File: src/rtl/alu_arbiter_if.sv
// Request/response handshake bundle between two requesters and the shared ALU arbiter.
// master = requester side, slave = arbiter side.
interface alu_arbiter_if #(
    parameter int DATA_W = 16
);
    logic              req0_valid;
    logic              req0_ready;
    logic [2:0]        req0_op;
    logic [DATA_W-1:0] req0_a;
    logic [DATA_W-1:0] req0_b;
    logic              req1_valid;
    logic              req1_ready;
    logic [2:0]        req1_op;
    logic [DATA_W-1:0] req1_a;
    logic [DATA_W-1:0] req1_b;

    logic              rsp0_valid;
    logic              rsp0_ready;
    logic [DATA_W-1:0] rsp0_res;
    logic              rsp0_zero;
    logic              rsp1_valid;
    logic              rsp1_ready;
    logic [DATA_W-1:0] rsp1_res;
    logic              rsp1_zero;

    modport master (
        output req0_valid, req0_op, req0_a, req0_b,
        output req1_valid, req1_op, req1_a, req1_b,
        output rsp0_ready, rsp1_ready,
        input  req0_ready, req1_ready,
        input  rsp0_valid, rsp0_res, rsp0_zero,
        input  rsp1_valid, rsp1_res, rsp1_zero
    );

    modport slave (
        input  req0_valid, req0_op, req0_a, req0_b,
        input  req1_valid, req1_op, req1_a, req1_b,
        input  rsp0_ready, rsp1_ready,
        output req0_ready, req1_ready,
        output rsp0_valid, rsp0_res, rsp0_zero,
        output rsp1_valid, rsp1_res, rsp1_zero
    );
endinterface

File: src/rtl/alu_arbiter.sv
// Round-robin sharing of one external 16-bit ALU between two requesters, one op in flight,
// with a shift-and-add multiply sequenced on the ALU adder when MUL_EN is set.
module alu_arbiter #(
    parameter bit MUL_EN = 1'b1,
    parameter int DATA_W = 16
) (
    input  logic              clk,
    input  logic              rst_n,
    alu_arbiter_if.slave      bus,
    output logic [2:0]        alu_op,
    output logic [DATA_W-1:0] alu_a,
    output logic [DATA_W-1:0] alu_b,
    input  logic [DATA_W-1:0] alu_res,
    input  logic              alu_zero
);
    localparam int              CNT_W    = $clog2(DATA_W);
    localparam logic [CNT_W-1:0] CNT_LAST = CNT_W'(DATA_W - 1);
    localparam logic [2:0]      OP_ADD   = 3'b000;
    localparam logic [2:0]      OP_MUL   = 3'b111;

    typedef enum logic [1:0] {IDLE, EXEC, MUL, RESP} state_t;

    state_t            state, state_nxt;
    logic              last_grant, owner, grant, accept, rsp_hs;
    logic [2:0]        sel_op, op_q;
    logic [DATA_W-1:0] sel_a, sel_b, a_q, b_q;
    logic [DATA_W-1:0] acc, mcand, mplr, res_q;
    logic              zero_q;
    logic [CNT_W-1:0]  cnt;

    function automatic logic [DATA_W-1:0] mul_addend(input logic [DATA_W-1:0] mc,
                                                     input logic bit0);
        return bit0 ? mc : '0;
    endfunction

    // Tie goes to whoever was not served last; a lone valid always wins.
    always_comb begin
        grant = ~last_grant;
        if (bus.req0_valid && !bus.req1_valid)
            grant = 1'b0;
        else if (bus.req1_valid && !bus.req0_valid)
            grant = 1'b1;
    end

    assign sel_op = grant ? bus.req1_op : bus.req0_op;
    assign sel_a  = grant ? bus.req1_a  : bus.req0_a;
    assign sel_b  = grant ? bus.req1_b  : bus.req0_b;
    assign accept = (state == IDLE) && (grant ? bus.req1_valid : bus.req0_valid);
    assign rsp_hs = (state == RESP) && (owner ? bus.rsp1_ready : bus.rsp0_ready);

    always_ff @(posedge clk or negedge rst_n) begin
        if (!rst_n)
            state <= IDLE;
        else
            state <= state_nxt;
    end

    always_comb begin
        state_nxt      = state;
        bus.req0_ready = 1'b0;
        bus.req1_ready = 1'b0;
        bus.rsp0_valid = 1'b0;
        bus.rsp1_valid = 1'b0;
        bus.rsp0_res   = '0;
        bus.rsp1_res   = '0;
        bus.rsp0_zero  = 1'b0;
        bus.rsp1_zero  = 1'b0;
        alu_op         = OP_ADD;
        alu_a          = '0;
        alu_b          = '0;
        case (state)
            IDLE: begin
                bus.req0_ready = rst_n && !grant && bus.req0_valid;
                bus.req1_ready = rst_n &&  grant && bus.req1_valid;
                if (accept)
                    state_nxt = (MUL_EN && sel_op == OP_MUL) ? MUL : EXEC;
            end
            EXEC: begin
                alu_op    = op_q;
                alu_a     = a_q;
                alu_b     = b_q;
                state_nxt = RESP;
            end
            MUL: begin
                alu_op = OP_ADD;
                alu_a  = acc;
                alu_b  = mul_addend(mcand, mplr[0]);
                if (cnt == CNT_LAST)
                    state_nxt = RESP;
            end
            RESP: begin
                bus.rsp0_valid = !owner;
                bus.rsp1_valid =  owner;
                bus.rsp0_res   = owner ? '0   : res_q;
                bus.rsp1_res   = owner ? res_q : '0;
                bus.rsp0_zero  = !owner && zero_q;
                bus.rsp1_zero  =  owner && zero_q;
                if (rsp_hs)
                    state_nxt = IDLE;
            end
            default: state_nxt = IDLE;
        endcase
    end

    always_ff @(posedge clk or negedge rst_n) begin
        if (!rst_n) begin
            last_grant <= 1'b1;
            owner      <= 1'b0;
            op_q       <= OP_ADD;
            a_q        <= '0;
            b_q        <= '0;
            acc        <= '0;
            mcand      <= '0;
            mplr       <= '0;
            cnt        <= '0;
            res_q      <= '0;
            zero_q     <= 1'b0;
        end else begin
            case (state)
                IDLE: if (accept) begin
                    owner <= grant;
                    op_q  <= sel_op;
                    a_q   <= sel_a;
                    b_q   <= sel_b;
                    acc   <= '0;
                    mcand <= sel_a;
                    mplr  <= sel_b;
                    cnt   <= '0;
                end
                EXEC: begin
                    res_q  <= alu_res;
                    zero_q <= alu_zero;
                end
                // Partial products accumulate through the ALU adder; bits above DATA_W fall off.
                MUL: begin
                    acc   <= alu_res;
                    mcand <= mcand << 1;
                    mplr  <= mplr >> 1;
                    cnt   <= cnt + 1'b1;
                    if (cnt == CNT_LAST) begin
                        res_q  <= alu_res;
                        zero_q <= (alu_res == '0);
                    end
                end
                RESP: if (rsp_hs) last_grant <= owner;
                default: ;
            endcase
        end
    end
endmodule

File: src/flat_wrapper.sv
// flat-port wrapper written by rule: the top's interface ports become plain ports
module alu_arbiter_flat 
#(
    parameter bit MUL_EN = 1'b1,
    parameter int DATA_W = 16
)
  (clk, rst_n, alu_op, alu_a, alu_b, alu_res, alu_zero, bus_req0_valid, bus_req0_op, bus_req0_a, bus_req0_b, bus_req1_valid, bus_req1_op, bus_req1_a, bus_req1_b, bus_rsp0_ready, bus_rsp1_ready, bus_req0_ready, bus_req1_ready, bus_rsp0_valid, bus_rsp0_res, bus_rsp0_zero, bus_rsp1_valid, bus_rsp1_res, bus_rsp1_zero);
  alu_arbiter_if #(.DATA_W(DATA_W)) bus_i ();
  input  logic clk;
  input  logic rst_n;
  output logic [2:0] alu_op;
  output logic [DATA_W-1:0] alu_a;
  output logic [DATA_W-1:0] alu_b;
  input  logic [DATA_W-1:0] alu_res;
  input  logic alu_zero;
  input wire logic [$bits(bus_i.req0_valid)-1:0] bus_req0_valid;
  input wire logic [$bits(bus_i.req0_op)-1:0] bus_req0_op;
  input wire logic [$bits(bus_i.req0_a)-1:0] bus_req0_a;
  input wire logic [$bits(bus_i.req0_b)-1:0] bus_req0_b;
  input wire logic [$bits(bus_i.req1_valid)-1:0] bus_req1_valid;
  input wire logic [$bits(bus_i.req1_op)-1:0] bus_req1_op;
  input wire logic [$bits(bus_i.req1_a)-1:0] bus_req1_a;
  input wire logic [$bits(bus_i.req1_b)-1:0] bus_req1_b;
  input wire logic [$bits(bus_i.rsp0_ready)-1:0] bus_rsp0_ready;
  input wire logic [$bits(bus_i.rsp1_ready)-1:0] bus_rsp1_ready;
  output wire logic [$bits(bus_i.req0_ready)-1:0] bus_req0_ready;
  output wire logic [$bits(bus_i.req1_ready)-1:0] bus_req1_ready;
  output wire logic [$bits(bus_i.rsp0_valid)-1:0] bus_rsp0_valid;
  output wire logic [$bits(bus_i.rsp0_res)-1:0] bus_rsp0_res;
  output wire logic [$bits(bus_i.rsp0_zero)-1:0] bus_rsp0_zero;
  output wire logic [$bits(bus_i.rsp1_valid)-1:0] bus_rsp1_valid;
  output wire logic [$bits(bus_i.rsp1_res)-1:0] bus_rsp1_res;
  output wire logic [$bits(bus_i.rsp1_zero)-1:0] bus_rsp1_zero;
  assign bus_i.req0_valid = bus_req0_valid;
  assign bus_i.req0_op = bus_req0_op;
  assign bus_i.req0_a = bus_req0_a;
  assign bus_i.req0_b = bus_req0_b;
  assign bus_i.req1_valid = bus_req1_valid;
  assign bus_i.req1_op = bus_req1_op;
  assign bus_i.req1_a = bus_req1_a;
  assign bus_i.req1_b = bus_req1_b;
  assign bus_i.rsp0_ready = bus_rsp0_ready;
  assign bus_i.rsp1_ready = bus_rsp1_ready;
  assign bus_req0_ready = bus_i.req0_ready;
  assign bus_req1_ready = bus_i.req1_ready;
  assign bus_rsp0_valid = bus_i.rsp0_valid;
  assign bus_rsp0_res = bus_i.rsp0_res;
  assign bus_rsp0_zero = bus_i.rsp0_zero;
  assign bus_rsp1_valid = bus_i.rsp1_valid;
  assign bus_rsp1_res = bus_i.rsp1_res;
  assign bus_rsp1_zero = bus_i.rsp1_zero;
  alu_arbiter #(.MUL_EN(MUL_EN), .DATA_W(DATA_W)) u_core (.clk(clk), .rst_n(rst_n), .bus(bus_i), .alu_op(alu_op), .alu_a(alu_a), .alu_b(alu_b), .alu_res(alu_res), .alu_zero(alu_zero));
endmodule
File: config.mk
export PLATFORM = sky130hd
export DESIGN_NAME = alu_arbiter_flat
export DESIGN_NICKNAME = d
export VERILOG_FILES = /design/src/rtl/alu_arbiter_if.sv /design/src/rtl/alu_arbiter.sv /design/src/flat_wrapper.sv
export SDC_FILE = /design/constraint.sdc
export NUM_CORES = 1
export LEC_CHECK = 0
export ABC_AREA = 0
export CAP_MARGIN = 20
export CELL_PAD_IN_SITES_DETAIL_PLACEMENT = 1
export CELL_PAD_IN_SITES_GLOBAL_PLACEMENT = 1
export CORE_MARGIN = 2
export CORE_UTILIZATION = 40
export CTS_BUF_LIST = sky130_fd_sc_hd__clkbuf_8
export CTS_CLUSTER_SIZE = 12
export DETAILED_ROUTE_END_ITERATION = 6
export PLACE_DENSITY = 0.9
export SKIP_LAST_GASP = 1
export SLEW_MARGIN = 20
export SYNTH_ARGS = -nofsm -noshare
export SYNTH_HDL_FRONTEND = slang
export SYNTH_SLANG_ARGS = --single-unit
File: constraint.sdc
create_clock -name clk -period 3.5 [get_ports clk]
set_clock_uncertainty 0.05 [all_clocks]
set_input_delay 0.7 -clock clk [delete_from_list [all_inputs] [get_ports clk]]
set_output_delay 0.7 -clock clk [all_outputs]
set_load 0.05 [all_outputs]
# After elaboration in Yosys (flattened, before gate mapping)
# Cells that the tools add are included.
# classes
muxes,38
n_reduce_logical,23
bitwise_logic,1
n_eq_ne,8
addsub,1
# op_table
cell,count
$pmux 16 s2,6
$mux 16,11
$logic_not 16->1,1
$mux 1,11
$logic_and 1x1->1,10
$mux 2,4
$pmux 2 s4,1
$pmux 4 s2,1
$reduce_and 2->1,4
$mux 3,2
$ne 2x1->1 const B,3
$add 4x1->4 const B,1
$eq 2x2->1 const B,2
$eq 4x4->1 const B,1
$logic_not 1->1,4
$mux 4,1
$reduce_bool 2->1,2
$eq 3x3->1 const B,1
$reduce_and 3->1,1
$eq 2x1->1 const B,1
$logic_not 2->1,1
$pmux 1 s2,1
$not 1->1,1
# totals
regBits,108
word_cells,83

# Depth between registers and ports, before layout
# Gate-level depths: netlist of run 1.
# logic_depth
word_depth,9
mapped_depth,9

# Least setup slack after synthesis of run 1
# Ideal clock, no wire load.
# synth_timing
path_kind,register to output
startpoint,register u_core.state[0]
endpoint,output alu_b[10]
setup_slack_ps,677
path_stages_with_launch,8
arrival_ps,2073
n_path_buf,2
t_required_ps,2750
cell_sequence,dfrtp_1 -> inv_1 -> ha_1 -> and2_1 -> clkbuf_1 -> clkbuf_1 -> a22oi_1 -> nor2b_1
# synth_between
elab_chain_len,2
# synth_lines
element,line_no,text
from (decl),alu_arbiter.sv:23,"state_t state, state_nxt;"
from (signal assigned),alu_arbiter.sv:55,state <= state_nxt;
$eq 2x2->1 or $eq 2x1->1 (tied branches),alu_arbiter.sv:71,case (state)
$pmux 16 s2 *,alu_arbiter.sv:71,
to (decl),flat_wrapper.sv:13,output logic [DATA_W-1:0] alu_b;
# Mark *: on every way between the ends. The rest lies on a longest branch, timed or not.

# Worst setup path in the final report of run 1
# layout_timing
startpoint,register u_core.state[1]
endpoint,output bus_rsp1_res[8]
# layout_between
elab_chain_len,2
# layout_lines
element,line_no,text
$eq 2x2->1,alu_arbiter.sv:71,
$mux 16,alu_arbiter.sv:71,
to (decl),flat_wrapper.sv:32,output wire logic [$bits(bus_i.rsp1_res)-1:0] bus_rsp1_res;
# Every way passes these cells.

==> results.json, run 1 <==
{
  "grt_overflow": 0,
  "ir_worst_vdd_v": 0.000520,
  "die_h_um": 122,
  "cts.clk_slew.worst_paths_ns": 0.11,
  "ioPinCount": 166,
  "grt_max_degree": 65,
  "synth_cells": 547,
  "maxCapViolCount": 0,
  "cp_data_arrival_time_ns": 2.57,
  "fin_setup_tns_ns": 0,
  "synth_ff_type": "dfrtp_1",
  "p_sw_share_pct": 48.9,
  "die_w_um": 122,
  "cp_num_buf_inv": 1,
  "yosys_warnings": 0,
  "dr.pass1.iters": 4,
  "syn_avg_cell_area_um2": 10.1,
  "start_kind": "flip-flop",
  "grt_usage_pct": 26.3,
  "numCtsBuffers": 9,
  "min_period_over_period_pct": 94.9,
  "p_int_mw": 3.90,
  "cts_buffer_depth": 2,
  "stdcell_count": 871,
  "cts_root_buf": "clkbuf_8",
  "ant_nets": 0,
  "path_cells": "ha_1, and3_1, clkdlybuf4s50_1",
  "ys_types": 41,
  "pwr-share-comb_pct": 59.2,
  "hp-class": "in2async",
  "nets": 789,
  "setup_ws_ns": 0.178,
  "gp_congestion": 0.869,
  "critPathRequiredTime_ns": 2.75,
  "clock_sinks": 108,
  "worstPathMaxFanout": 22,
  "clk_latency_ns": 0.39,
  "antennaDiodeCount": 0,
  "reg2reg_slack_ns": 0.91,
  "crit_cells": 3,
  "dpl.hpwl_um": 13500,
  "synth-edff-count": 0,
  "start_util_pct": 41.4,
  "layout_common_cells": "109 x clkdlybuf4s50_1, 107 x dfrtp_1, 68 x nand2_1",
  "drt_wl_total_um": 18800,
  "dr.first_iter.drc_count": 412,
  "routed_via_density": 5.76,
  "ctsHoldBuffers": 0,
  "grt_pass1_wl_um": 29900,
  "core_um2": 13300,
  "ys_seq_elements": 108,
  "hold_viol": 0,
  "vias": 5018,
  "cp_slowest_cell": "clkdlybuf4s50_1",
  "synthesis.area_um2": 5530,
  "post_cts_resized": 0,
  "cp-end-kind": "output port",
  "cts_tree": "yes",
  "dp_cells": 855,
  "r2r_cells": 5,
  "r2r_start": "u_core.state[0]$_DFFE_PN0P_",
  "clockPowerShare_pct": 9.6,
  "slowest_delay_ns": 0.82,
  "syn_nets": 646,
  "rsz0062_at_grt": "no",
  "r2r-end": "u_core.res_q[11]$_DFFE_PN0P_",
  "antenna_found_initial": 0,
  "io_buffer_count": 165,
  "grt_pass1_vias": 5548,
  "switchingPower_mw": 3.73,
  "worst_pin_slew_ns": 1.02,
  "row_count": 42,
  "min_period_ns": 3.32,
  "cts_setup_buffers": 0,
  "setup_viol": 0,
  "slew_headroom_pct": 31.9,
  "wire_per_inst_um": 21.6,
  "seq_power_share_pct": 31.2,
  "finalPower_mw": 7.62,
  "synth-seq-area-share_pct": 48.9,
  "layout.cells.most_common": "clkdlybuf4s50_1",
  "p_leak_nw": 3.35,
  "die_area_um2": 14800,
  "status": "finished, final reports clean",
  "area_delta_synth_final_pct": 36.7,
  "final.fill_count": 1497,
  "drc": 0,
  "holdWs_ns": 0.395,
  "post-place-ws_ns": 0.589,
  "fmax_mhz": 301,
  "critPathTopFamily": "buffers and inverters",
  "cts.htree.levels": 3,
  "drive_above_1_share_pct": 16.5,
  "async_flop_share_pct": 100,
  "crit_type": "reg2out",
  "p_per_area_nw_per_um2": 1010,
  "slew_viol_final": 0
}
==> sequential cells by signal, summed over array words and instances, names as in the netlist <==
register and flops:
u_core.state 2, u_core.acc 16, u_core.mcand 16, u_core.cnt 4
u_core.op_q 3, u_core.res_q 16, u_core.b_q 16, u_core.owner 1
u_core.last_grant 1, u_core.a_q 16, u_core.mplr 16, u_core.zero_q 1
==> final cells by class <==
type | count | area, um^2 | share of cell area (%)
Sequential cell | 108 | 2700 | 35.8
Clock inverter | 7 | 52.6 | 0.696
Inverter | 3 | 11.3 | 0.149
Clock buffer | 9 | 124 | 1.64
Tap cell | 176 | 220 | 2.91
Multi-Input combinational cell | 388 | 2610 | 34.5
Timing Repair Buffer | 180 | 1840 | 24.3
==> worst reg2reg max path: stages, from the launching register on <==
cell and delay [ns]:
dfrtp_1 0.39, inv_1 0.11, ha_1 0.98, a21boi_2 0.29, buf_4 0.27, mux2_2 0.38
==> cell usage after synthesis (2+ instances only) <==
| cell type | instances | area [um^2] |
|---|---|---|
| nand4_1 | 3 | 18.8 |
| a21oi_1 | 2 | 10.0 |
| mux2_2 | 20 | 225 |
| ha_1 | 6 | 75.1 |
| a22o_1 | 19 | 166 |
| buf_4 | 2 | 15.0 |
| nor2b_1 | 34 | 213 |
| nor2_1 | 5 | 18.8 |
| o211ai_1 | 30 | 225 |
| buf_1 | 2 | 7.51 |
| mux2i_1 | 36 | 360 |
| clkbuf_1 | 28 | 105 |
| o21ai_1 | 3 | 15.0 |
| dfrtp_1 | 107 | 2680 |
| nand2_1 | 68 | 255 |
| buf_2 | 11 | 55.1 |
| buf_6 | 5 | 56.3 |
| inv_1 | 3 | 11.3 |
| nor4_1 | 5 | 31.3 |
| and3_1 | 18 | 113 |
| o21ai_0 | 36 | 180 |
| and2_1 | 22 | 138 |
| nand3_1 | 33 | 165 |
| a22oi_1 | 32 | 240 |
==> stage by stage <==
stage | util (%) | area [um^2]
6_report | 56.6 | 7550
5_1_grt | 56.6 | 7550
4_1_cts | 56.6 | 7550
3_5_place_dp | 55.3 | 7380
3_3_place_gp | 55.3 | 7380
2_1_floorplan | - | 5530
==> per-layer routing <==
metal | track usage, % | up-vias | share of wire, %
met5 | 0 | - | 0
met4 | 11.0 | 0 | 3.6
met3 | 4.21 | 48 | 4.3
met2 | 46.2 | 165 | 53
met1 | 32.4 | 2559 | 39
li1 | - | 2246 | -
==> worst max-delay path by stage <==
stage,from,end,slack [ns]
after floorplan,u_core.state[0]$_DFFE_PN0P_,alu_b[10],0.68
after global placement,bus_req0_valid,bus_req0_ready,0.66
after detailed placement,bus_req0_valid,bus_req0_ready,0.59
after CTS,u_core.state[1]$_DFFE_PN0P_,bus_rsp1_res[8],0.17
after global routing,u_core.state[1]$_DFFE_PN0P_,bus_rsp1_res[8],0.09
final,u_core.state[1]$_DFFE_PN0P_,bus_rsp1_res[8],0.18
==> cells by family after synthesis <==
group                      count (synthesis)  share of synthesized area, %
muxes                                     56                          10.6
DFF                                      108                          48.9
and+or+nand+nor                          195                          18.1
adders and majority gates                  6                          1.36
AOI/OAI and AO/OA                        131                          16.5
buffers and inverters                     51                          4.53
==> power by group through the flow <==
stage                     combinational (mW)  sequential (mW)  clock, mW
final                                   4.52             2.38      0.728
after global routing                    4.86             2.44      0.782
after CTS                               4.53             2.36      0.734
after detailed placement                4.48             2.37          0
after global placement                  4.23             2.33          0
after floorplan                         3.13             2.15          0
No activity file was read; power rests on OpenSTA's default activity.
==> inputs of run 2 (changes only) <==
--- a/config.mk
+++ b/config.mk
@@ -10,13 +10,13 @@
 export CELL_PAD_IN_SITES_DETAIL_PLACEMENT = 1
 export CELL_PAD_IN_SITES_GLOBAL_PLACEMENT = 1
 export CORE_MARGIN = 2
-export CORE_UTILIZATION = 40
+export CORE_UTILIZATION = 37
 export CTS_BUF_LIST = sky130_fd_sc_hd__clkbuf_8
 export CTS_CLUSTER_SIZE = 12
 export DETAILED_ROUTE_END_ITERATION = 6
-export PLACE_DENSITY = 0.9
+export PLACE_DENSITY = 0.85
 export SKIP_LAST_GASP = 1
-export SLEW_MARGIN = 20
+export SLEW_MARGIN = 10
 export SYNTH_ARGS = -nofsm -noshare
 export SYNTH_HDL_FRONTEND = slang
 export SYNTH_SLANG_ARGS = --single-unit
==> constraint.sdc (replaced) <==
create_clock -name clk -period 3.7 [get_ports clk]
set_clock_uncertainty 0.05 [all_clocks]
set_input_delay 0.74 -clock clk [delete_from_list [all_inputs] [get_ports clk]]
set_output_delay 0.74 -clock clk [all_outputs]
set_load 0.05 [all_outputs]
==> run 2 against run 1 <==
  * Worst setup slack improved by 0.11 ns
  * Clock-buffer cell count did not move
  * Sequential power fell by 6%
  * Combinational power fell by 10%
  * Total power fell by 7.8%
  * Via count fell by 4.4%
  * Largest power group unchanged
==> results.json, run 2 (same netlist as run 1, synthesis figures left out) <==
{
  "status": "finished, final reports clean",
  "clk_latency_ns": 0.38,
  "dr.pass1.iters": 4,
  "numCtsBuffers": 9,
  "grt_usage_pct": 21.8,
  "final.fill_count": 1608,
  "maxCapViolCount": 0,
  "grt_overflow": 0,
  "cts.htree.levels": 3,
  "reg2reg_slack_ns": 1.16,
  "start_kind": "flip-flop",
  "fmax_mhz": 293,
  "cp_data_arrival_time_ns": 2.62,
  "drc": 0,
  "vias": 4796,
  "setup_viol": 0,
  "nets": 789,
  "layout_common_cells": "131 x clkdlybuf4s50_1, 107 x dfrtp_1, 68 x nand2_1",
  "p_per_area_nw_per_um2": 940,
  "die_area_um2": 15900,
  "core_um2": 14600,
  "post_cts_resized": 0,
  "ir_worst_vdd_v": 0.000544,
  "slew_viol_final": 0,
  "stdcell_count": 879,
  "dr.first_iter.drc_count": 325,
  "r2r_cells": 5,
  "layout.cells.most_common": "clkdlybuf4s50_1",
  "grt_pass1_vias": 5185,
  "cts_setup_buffers": 0,
  "gp_congestion": 0.847,
  "min_period_ns": 3.41,
  "worstPathMaxFanout": 22,
  "min_period_over_period_pct": 92.2,
  "cts_buffer_depth": 2,
  "ant_nets": 0,
  "crit_type": "reg2out",
  "drt_wl_total_um": 17600,
  "antennaDiodeCount": 0,
  "cts_root_buf": "clkbuf_8",
  "dp_cells": 862,
  "hold_viol": 0,
  "hp-class": "in2async",
  "area_delta_synth_final_pct": 35.2,
  "grt_pass1_wl_um": 27600,
  "r2r_start": "u_core.state[1]$_DFFE_PN0P_",
  "p_leak_nw": 3.28,
  "routed_via_density": 5.46,
  "dpl.hpwl_um": 13000,
  "cts_tree": "yes",
  "die_h_um": 126,
  "slew_headroom_pct": 34.3,
  "critPathRequiredTime_ns": 2.91,
  "drive_above_1_share_pct": 13.5,
  "antenna_found_initial": 0,
  "row_count": 44,
  "ctsHoldBuffers": 0,
  "final_util_pct": 51.2,
  "cp-end-kind": "output port",
  "clock_sinks": 108,
  "io_buffer_count": 165,
  "grt_max_degree": 80,
  "fin_setup_tns_ns": 0,
  "wire_per_inst_um": 20.0,
  "die_w_um": 126,
  "start_util_pct": 37.9,
  "ioPinCount": 166,
  "r2r-end": "u_core.res_q[7]$_DFFE_PN0P_",
  "cts.clk_slew.worst_paths_ns": 0.10,
  "worst_pin_slew_ns": 0.985,
  "rsz0062_at_grt": "no"
}
run 2: stage by stage:
stage / setup WS, ns / area [um^2] / hold WS [ns] / power [mW]
6_report: 0.289 / 7480 / 0.389 / 7.03
5_1_grt: 0.156 / 7480 / 0.392 / 7.47
4_1_cts: 0.279 / 7450 / 0.401 / 7.00
3_5_place_dp: 0.367 / 7250 / 0.412 / 6.25
3_3_place_gp: 0.385 / 7250 / 0.404 / 6.06
2_1_floorplan: 0.837 / 5530 / 0.392 / 4.99
run 2: worst max-delay path, cell delays in order, from the launching register on:
cell             delay [ns]
dfrtp_1                0.43
ha_1                   0.17
buf_4                  0.22
nor2b_1                0.18
buf_4                  0.23
and2_1                 0.17
clkdlybuf4s50_1        0.83
run 2: worst max-delay path by stage:
stage                                 from  cells past startpoint         endpoint  slack [ns]
2_1_floorplan  u_core.state[0]$_DFFE_PN0P_                      7        alu_b[10]        0.84
3_3_place_gp                bus_req1_valid                      4   bus_req1_ready        0.38
3_5_place_dp                bus_req1_valid                      4   bus_req1_ready        0.37
4_1_cts        u_core.state[1]$_DFFE_PN0P_                      6  bus_rsp0_res[3]        0.28
5_1_grt        u_core.state[1]$_DFFE_PN0P_                      6  bus_rsp0_res[3]        0.16
6_report       u_core.state[1]$_DFFE_PN0P_                      6  bus_rsp0_res[3]        0.29
run 2: per-layer routing:
metal  routed length (um)  track usage (%)
met5                    0                0
met4                  316             5.56
met3                  826             3.57
met2                 9200             38.9
met1                 7210             27.5
run 2: where the power goes:
group	leakage, nW	internal [mW]	total, mW	switching, mW
Clock	0.101	0.318	0.740	0.422
Sequential	1.32	1.77	2.24	0.470
Combinational	1.85	1.57	4.05	2.48
run 2: final cells by class:
type                       count  area (um^2)  area share [%]
clock buffer                   9          124            1.66
multi-input combinational    388         2610            34.9
sequential                   108         2700            36.2
tap                          184          230            3.08
timing repair buffer         180         1720            23.1
inverter                       3         11.3           0.151
clock inverter                 7         76.3            1.02
